File: config.mk
export PLATFORM = sky130hd
export DESIGN_NAME = led7seg_scan_ctrl
export DESIGN_NICKNAME = d
export VERILOG_FILES = /design/src/rtl/led7seg_scan_ctrl.sv
export SDC_FILE = /design/constraint.sdc
export NUM_CORES = 1
export LEC_CHECK = 0
export ABC_AREA = 1
export CAP_MARGIN = 20
export CORE_MARGIN = 8
export CORE_UTILIZATION = 60
export CTS_CLUSTER_SIZE = 40
export DETAILED_ROUTE_END_ITERATION = 10
export PLACE_DENSITY = 0.85
export SLEW_MARGIN = 20
export SYNTH_ARGS = -nofsm -noshare
export SYNTH_HDL_FRONTEND = slang
export SYNTH_SLANG_ARGS = --single-unit
File: constraint.sdc
create_clock -name clk -period 5.5 [get_ports clk]
set_input_delay 0.55 -clock clk [delete_from_list [all_inputs] [get_ports clk]]
set_output_delay 0.55 -clock clk [all_outputs]
set_load 0.02 [all_outputs]
File: src/rtl/led7seg_scan_ctrl.sv
// led7seg_scan_ctrl: N-digit multiplexed 7-segment driver for common-anode boards.
// Hex decode, time-division digit scan, per-digit decimal point, and a double-buffered
// display value that only changes at a frame boundary.
// Optional build macro: SEG7_LZ_BLANK_EN enables leading-zero blanking.
module led7seg_scan_ctrl #(
  parameter int N_DIGITS    = 4,
  parameter int REFRESH_DIV = 50000
) (
  input  logic                  clk,
  input  logic                  rst_n,
  input  logic                  en,
  input  logic                  load,
  input  logic [4*N_DIGITS-1:0] data_in,
  input  logic [N_DIGITS-1:0]   dp_in,
  output logic                  pending,
  output logic                  frame_tick,
  output logic [N_DIGITS-1:0]   an,
  output logic [6:0]            seg,
  output logic                  dp
);

  localparam int CNT_W = $clog2(REFRESH_DIV);
  localparam int IDX_W = (N_DIGITS > 1) ? $clog2(N_DIGITS) : 1;
  localparam logic [CNT_W-1:0] CNT_LAST = CNT_W'(REFRESH_DIV - 1);
  localparam logic [IDX_W-1:0] IDX_LAST = IDX_W'(N_DIGITS - 1);

  logic [CNT_W-1:0]      div_cnt;
  logic [IDX_W-1:0]      idx;
  logic [4*N_DIGITS-1:0] disp_reg;
  logic [4*N_DIGITS-1:0] pend_reg;
  logic [N_DIGITS-1:0]   disp_dp;
  logic [N_DIGITS-1:0]   pend_dp;
  logic                  tick;
  logic                  wrap;
  logic [3:0]            cur_nib;
  logic                  cur_dp;
  logic                  cur_blank;
  logic [N_DIGITS-1:0]   an_next;
  logic [N_DIGITS-1:0]   lz_blank;
  logic [6:0]            seg_dec;
`ifdef SEG7_LZ_BLANK_EN
  logic                  zero_run;
`endif

  // Prescaler terminal count and frame wrap (last digit finishing its slot)
  always_comb begin
    tick = en && (div_cnt == CNT_LAST);
    wrap = tick && (idx == IDX_LAST);
  end

  // Leading-zero mask: digit k>0 is blank when nibbles k..N_DIGITS-1 are all zero
  always_comb begin
    lz_blank = '0;
`ifdef SEG7_LZ_BLANK_EN
    zero_run = 1'b1;
    for (int unsigned k = N_DIGITS; k > 0; k--) begin
      zero_run = zero_run && (disp_reg[4*(k-1) +: 4] == 4'h0);
      if (k > 1) lz_blank[k-1] = zero_run;
    end
`endif
  end

  // Select the nibble, dp bit and blank flag of the digit being scanned; one-hot-low anode
  always_comb begin
    cur_nib   = 4'h0;
    cur_dp    = 1'b0;
    cur_blank = 1'b0;
    an_next   = '1;
    for (int unsigned k = 0; k < N_DIGITS; k++) begin
      if (idx == IDX_W'(k)) begin
        cur_nib    = disp_reg[4*k +: 4];
        cur_dp     = disp_dp[k];
        cur_blank  = lz_blank[k];
        an_next[k] = 1'b0;
      end
    end
  end

  // Hex to active-low segments, bit order {g,f,e,d,c,b,a}
  always_comb begin
    case (cur_nib)
      4'h0:    seg_dec = 7'b1000000;
      4'h1:    seg_dec = 7'b1111001;
      4'h2:    seg_dec = 7'b0100100;
      4'h3:    seg_dec = 7'b0110000;
      4'h4:    seg_dec = 7'b0011001;
      4'h5:    seg_dec = 7'b0010010;
      4'h6:    seg_dec = 7'b0000010;
      4'h7:    seg_dec = 7'b1111000;
      4'h8:    seg_dec = 7'b0000000;
      4'h9:    seg_dec = 7'b0010000;
      4'hA:    seg_dec = 7'b0001000;
      4'hB:    seg_dec = 7'b0000011;
      4'hC:    seg_dec = 7'b1000110;
      4'hD:    seg_dec = 7'b0100001;
      4'hE:    seg_dec = 7'b0000110;
      default: seg_dec = 7'b0001110;
    endcase
  end

  // Prescaler and digit index; both freeze while scanning is disabled
  always_ff @(posedge clk) begin
    if (!rst_n) begin
      div_cnt <= '0;
      idx     <= '0;
    end else if (en) begin
      if (tick) begin
        div_cnt <= '0;
        idx     <= wrap ? '0 : idx + IDX_W'(1);
      end else begin
        div_cnt <= div_cnt + CNT_W'(1);
      end
    end
  end

  // Double buffer: loads land in pend_*, and move to disp_* only on a frame wrap.
  // A load on the wrap edge commits the old pend_* and keeps pending set for the new one.
  always_ff @(posedge clk) begin
    if (!rst_n) begin
      disp_reg   <= '0;
      disp_dp    <= '0;
      pend_reg   <= '0;
      pend_dp    <= '0;
      pending    <= 1'b0;
      frame_tick <= 1'b0;
    end else begin
      frame_tick <= wrap;
      if (wrap && pending) begin
        disp_reg <= pend_reg;
        disp_dp  <= pend_dp;
      end
      if (load) begin
        pend_reg <= data_in;
        pend_dp  <= dp_in;
        pending  <= 1'b1;
      end else if (wrap) begin
        pending  <= 1'b0;
      end
    end
  end

  // Registered pin drive from the current idx; dark while in reset or disabled
  always_ff @(posedge clk) begin
    if (!rst_n || !en) begin
      an  <= '1;
      seg <= '1;
      dp  <= 1'b1;
    end else begin
      an  <= an_next;
      seg <= cur_blank ? 7'h7F : seg_dec;
      dp  <= ~cur_dp;
    end
  end

endmodule

======== Word level (Yosys, flattened, before mapping) ========
Memory sizes are Yosys's and may differ from the RTL's. A register that Yosys moved wholly into a read port is not among the register bits.
Index checks and enable logic that the tools add are counted.
word-level totals
  register bits ........................... 65
  ROM bits ................................ 112
  bits of input ports ..................... 24
  output and inout port bits .............. 14
  word-level logic and storage cells ...... 43
  memories kept ........................... 1
operators by class
  add/sub/neg operators ................... 2
  eq/ne operators ......................... 4
  multiplexer cells ....................... 16
  bitwise gates (word level) .............. 1
  reductions and logical operators ........ 9
memories
  memory            depth  width  rd ports  clocked after Yosys merged registers in  write ports  RTL line  text
  (name not given)  16     7      1         1                                        0            81        case (cur_nib)
operators with widths
  cell                                                              count
  16-bit by 1-bit adder with 16-bit output (second input constant)  1
  16-bit == test (second input constant)                            1
  16-bit two-way mux                                                1
  4-bit two-way mux                                                 4
  1-bit two-way mux                                                 10
  2-bit == test (second input constant)                             2
  1-bit logical AND                                                 3
  2-bit by 1-bit adder with 2-bit output (second input constant)    1
  2-bit by 1-bit == test with 1-bit output (second input constant)  1
  1-bit logical NOT                                                 2
  2-bit logical NOT                                                 1
  2-bit two-way mux                                                 1
  2-bit AND reduction                                               1
  2-bit nonzero test                                                1
  1-bit logical OR                                                  1
  1-bit NOT                                                         1

======== Logic depth before layout (Yosys ltp) ========
  depth in word-level cells ............... 6
  mapped depth ............................ 13
  mapped depth without buffers ............ 13

======== Worst setup path after synthesis ========
OpenSTA, ideal clock, no wires.
  kind .................................... flip-flop to flip-flop
  start ................................... register idx[0]
  end ..................................... register seg[3]
  setup time .............................. 119 ps
  arrival time ............................ 1,880 ps
  required time ........................... 5,381 ps
  setup slack ............................. 3,501 ps
  cell stages (with the launch flop) ...... 14
  path buffers ............................ 1
  period minus slack after synthesis ...... 1,999 ps
  path through ............................ dfxtp_1 > inv_1 > ha_1 > buf_2 > inv_1 > nor2_1 > nor2_1 > a22oi_1 > inv_1 > ha_1 > nand3_1 > nand3_1 > nand2_1 > nand2_1
between the ends
  longest elaborated chain between the ends .. 5
  elaborated cells on any way between the ends .. 8
  those cells by class .................... eq/ne: 3; mux: 4; reduce/logical: 1
ends and longest elaborated chain
  what                            RTL line  text
  from (decl)                     28        logic [IDX_W-1:0] idx;
  from (signal assigned)          109       idx <= wrap ? '0 : idx + IDX_W'(1);
  2-bit logical NOT               70        if (idx == IDX_W'(k)) begin
  4-bit two-way mux (3 in a row)  70
  4-bit two-way mux (*)           70
  to (decl)                       18        output logic [6:0] seg,
Mark *: on every way between the ends. The rest lies on a longest branch, timed or not.
A chain may end at the register's enable or synchronous reset.

======== Worst setup path after layout ========
  start ................................... register pending
  end ..................................... output pending
RTL lines
  what                    RTL line  text
  from (decl)             15        output logic pending,
  from (signal assigned)  124       pending <= 1'b0;
  from (signal assigned)  135       pending <= 1'b1;
  from (signal assigned)  137       pending <= 1'b0;
No word-level cell between the ends.

==> impl_summary.md <==
STA
The final setup violation count is 0. The post-route fraction of the period consumed by the critical path is 0.4483. The remaining max-slew budget at the tightest pin is 0.4723. The max-slew violation count came to 0. Timing would allow up to 405.6 MHz. The total negative slack for setup checks is 0 ns.

The worst path in the final design needs a cycle of 2.466 ns, including I/O delays and setup. The clock arrives with 0.006629 ns of skew. Setup repair after global routing left no endpoint under its margin. The slack of the critical path is 3.034 ns. The actual transition at the worst max-transition pin is 0.7905 ns. The hold violation total from the final report came to 0.

Final layout
The count of antenna diodes in the layout is 0. The filler cell count in the final layout is 431. The core occupancy in the finished layout is 0.7105. The net count of the finished layout is ~510. Leaving out fill and tap cells, the most frequent cells in the layout are 112 x sky130_fd_sc_hd__nor2_1, 82 x sky130_fd_sc_hd__nand2_1, 72 x sky130_fd_sc_hd__dfxtp_1.

Compared with the post-synthesis result, the final layout area differs by 17.08%. The share of post-route cells with drive strength above 1 is 0.06017. The commonest non-fill, non-tap cell in the layout is sky130_fd_sc_hd__nor2_1.

Critical path
The critical path buffer and inverter count is 1. The critical path depth in cells is 1. The endpoint kind of the worst setup timing path is an output pin.

The worst register-to-register path has a setup slack of just over 3 ns. The critical register-to-register path startpoint is idx[0]. The critical path in this run is classified as reg2out. On the worst path, the slowest cell contributes a delay of about 0.83 ns. Among cell families on the critical path, the largest total delay comes from flip-flops.

The arrival time at the worst endpoint is 1.92 ns. The worst setup path is launched from a flip-flop. The terminus of the critical flop-to-flop path is seg[3]. The data required time at the worst endpoint is roughly 5.0 ns.

The signal on the critical path passes through clkdlybuf4s50_1. The maximum fanout count along the critical path is 23. Measured in cells, the most critical reg-to-reg path has a length of 12. The standard cell with the maximum stage delay on the critical path is sky130_fd_sc_hd__dfxtp_1.

Detailed routing
In this run, the number of DRC markers left after iteration 0 of detailed routing was 138. The number of search-and-repair iterations in the first detailed-routing pass is 4. The number of vias per cell after detailed routing is 5.038. The detailed-route wire length is 6597 um. For this run, design rule violations remaining after detail routing come to 0. Summing over every cut layer, the via total after detailed routing is 2791. The remaining number of nets flagged by the antenna check after routing is 0. Dividing the detail-routed wire length by the instance count gives around 12 um.

Yosys
The synthesized area divided by synthesized cell count is around 7.3 um2. The fraction of the yosys area taken by sequential cells is 0.4422. The synthesis warning total is 0.

The netlist area before placement is 3259 um2. Synthesis inferred 72 register bits. Synthesis produced roughly 450 cells.

The synthesized net count is about 480. Counting distinct cell types in the post-synthesis netlist gives 33. The fraction of registers with async set or reset after synthesis is 0.

The count of flip-flops with a built-in enable after synthesis is 0. In the synthesized netlist the dominant register cell turns out to be sky130_fd_sc_hd__dfxtp_1.

Power
Summed over all cells, the static leakage comes to roughly 1.6 nW. Dividing total power by cell area gives a power density of 261.6 nW/um2. Across the VDD grid, the largest voltage drop is 0.1908 mV.

Floorplanning
The top-level I/O count is 38. The die span in y is 89.71 um. The area enclosed by the die boundary is 8047 um2. The initial utilization of the core area, before any placement, comes to 0.6068. The area of the core region is about 5400 um2. The chip width is between 80 and 90 um. The row count is 27.

Clock tree
The cell at the root of the clock tree is sky130_fd_sc_hd__clkbuf_8. The number of CTS-inserted buffers is 9. The number of cells upsized or downsized after cts is 0.

Clock latency on the worst-skew pair, taken at its later pin, is 0.33 ns. The setup fix buffers added after clock tree synthesis is 0. The maximum root-to-sink buffer count is 2. The TritonCTS clock tree is yes. The number of buffers added to fix hold violations after cts is 0. CTS built an H-tree with a depth of 3. The clock-pin slew on the worst setup and hold paths is 0.07 ns.

Counting every sink on the clock net gives between 70 and 80.

Global route
The total congestion overflow after global routing is 0. The pin count of the biggest net entering global routing is 48. For this run, the total global-route usage over all layers was measured as 0.1686.

The first global-routing pass estimated 11690 um of wire. The initial antenna violation count is 0. The via count of the first global-routing pass came to roughly 2700.

Placed design
The quantity of I/O buffers inserted on ports is 37. The placer's final routability congestion estimate is just over 0.9. The post-DP HPWL is around 4600 um. OpenSTA, run right after detailed placement, puts the worst setup slack at 2.875 ns.

Min path
The worst hold path stage count is 2. The worst hold path begins at pend_reg[0]. The capture endpoint of the worst hold path is pend_reg[0]. The path class of the tightest hold or removal check is reg2reg.

Status
The flow ran to the end, and the final reports show no timing, DRC or antenna violations.

Run
The count of max-cap constraint violations is 0.
[worst max-delay path by stage]
stage                        to  slack, ns    start
global route             seg[3]       2.87   idx[0]
CTS                     pending       3.04  pending
global placement    disp_reg[0]       2.97       en
finish                  pending       3.03  pending
detailed placement  disp_reg[3]       2.87       en
floorplan                seg[3]       3.50   idx[0]
[cell usage after synthesis (2+ instances only)]
master	number	area share
sky130_fd_sc_hd__nand3_2	2	0.0061
sky130_fd_sc_hd__o211ai_1	4	0.0092
sky130_fd_sc_hd__o31ai_1	2	0.0046
sky130_fd_sc_hd__nand4_1	2	0.0038
sky130_fd_sc_hd__o21ai_0	24	0.037
sky130_fd_sc_hd__nor2_1	112	0.13
sky130_fd_sc_hd__ha_1	11	0.042
sky130_fd_sc_hd__buf_4	3	0.0069
sky130_fd_sc_hd__clkbuf_1	6	0.0069
sky130_fd_sc_hd__xor2_1	4	0.011
sky130_fd_sc_hd__inv_1	32	0.037
sky130_fd_sc_hd__nand3_1	24	0.037
sky130_fd_sc_hd__nor3_1	5	0.0077
sky130_fd_sc_hd__buf_6	2	0.0069
sky130_fd_sc_hd__nand2_1	82	0.094
sky130_fd_sc_hd__buf_1	5	0.0058
sky130_fd_sc_hd__a21oi_1	16	0.025
sky130_fd_sc_hd__dfxtp_1	72	0.44
sky130_fd_sc_hd__nand3b_1	19	0.044
sky130_fd_sc_hd__a211oi_1	2	0.0046
sky130_fd_sc_hd__nor2_2	5	0.0096
[worst min-delay path: cells and delay by family (launching register included)]
kind | cells | cell delay [ns]
compound gates | 1 | 0.06
buf+inv | 1 | 0.07
flops | 1 | 0.30
[cell families after synthesis]
logic type,count (synthesis),share of synthesized area
buffers and inverters,52,0.06948
adder cells (fa/ha/maj),11,0.04223
AO/OA/AOI/OAI,51,0.08637
AND/OR/NAND/NOR,256,0.3490
XOR/XNOR,4,0.01075
flip-flops,72,0.4422
[area by class of cell]
type,count,area [um2],area share
clock buffer,14,172.7,0.04525
clock inverter,2,12.51,0.003279
tap,72,90.09,0.02361
inverter,34,130.1,0.03410
timing repair buffer,38,377.9,0.09902
multi-input combinational,322,1592,0.4171
sequential,72,1441,0.3777
[metrics by stage]
| stage | area (um2) | total power (W) | hold WS (ns) | cells |
|---|---|---|---|---|
| after detailed placement | 3631 | 0.0006213 | 0.4640 | 538 |
| after global routing | 3816 | 0.001036 | 0.4932 | 554 |
| after CTS | 3816 | 0.001003 | 0.4740 | 554 |
| after floorplan | 3259 | 0.0005898 | 0.4347 | 446 |
| final | 3816 | 0.0009982 | 0.4715 | 554 |
| after global placement | 3631 | 0.0006197 | 0.4534 | 538 |
[power by group]
part           switching [W]   total, W  internal [W]
sequential        0.00000932   0.000545      0.000536
clock               0.000188   0.000389      0.000201
combinational      0.0000316  0.0000642     0.0000326
total               0.000229   0.000998      0.000769
[routing by layer]
| layer | wire length [um] | vias to the layer above | track usage |
|---|---|---|---|
| met5 | 0 | - | 0 |
| met4 | 65 | 0 | 0.05783 |
| met3 | 380 | 6 | 0.04821 |
| met2 | 2999 | 63 | 0.2681 |
| met1 | 3150 | 1235 | 0.2124 |
| li1 | - | 1487 | - |
(Power assumes the default switching activity.)
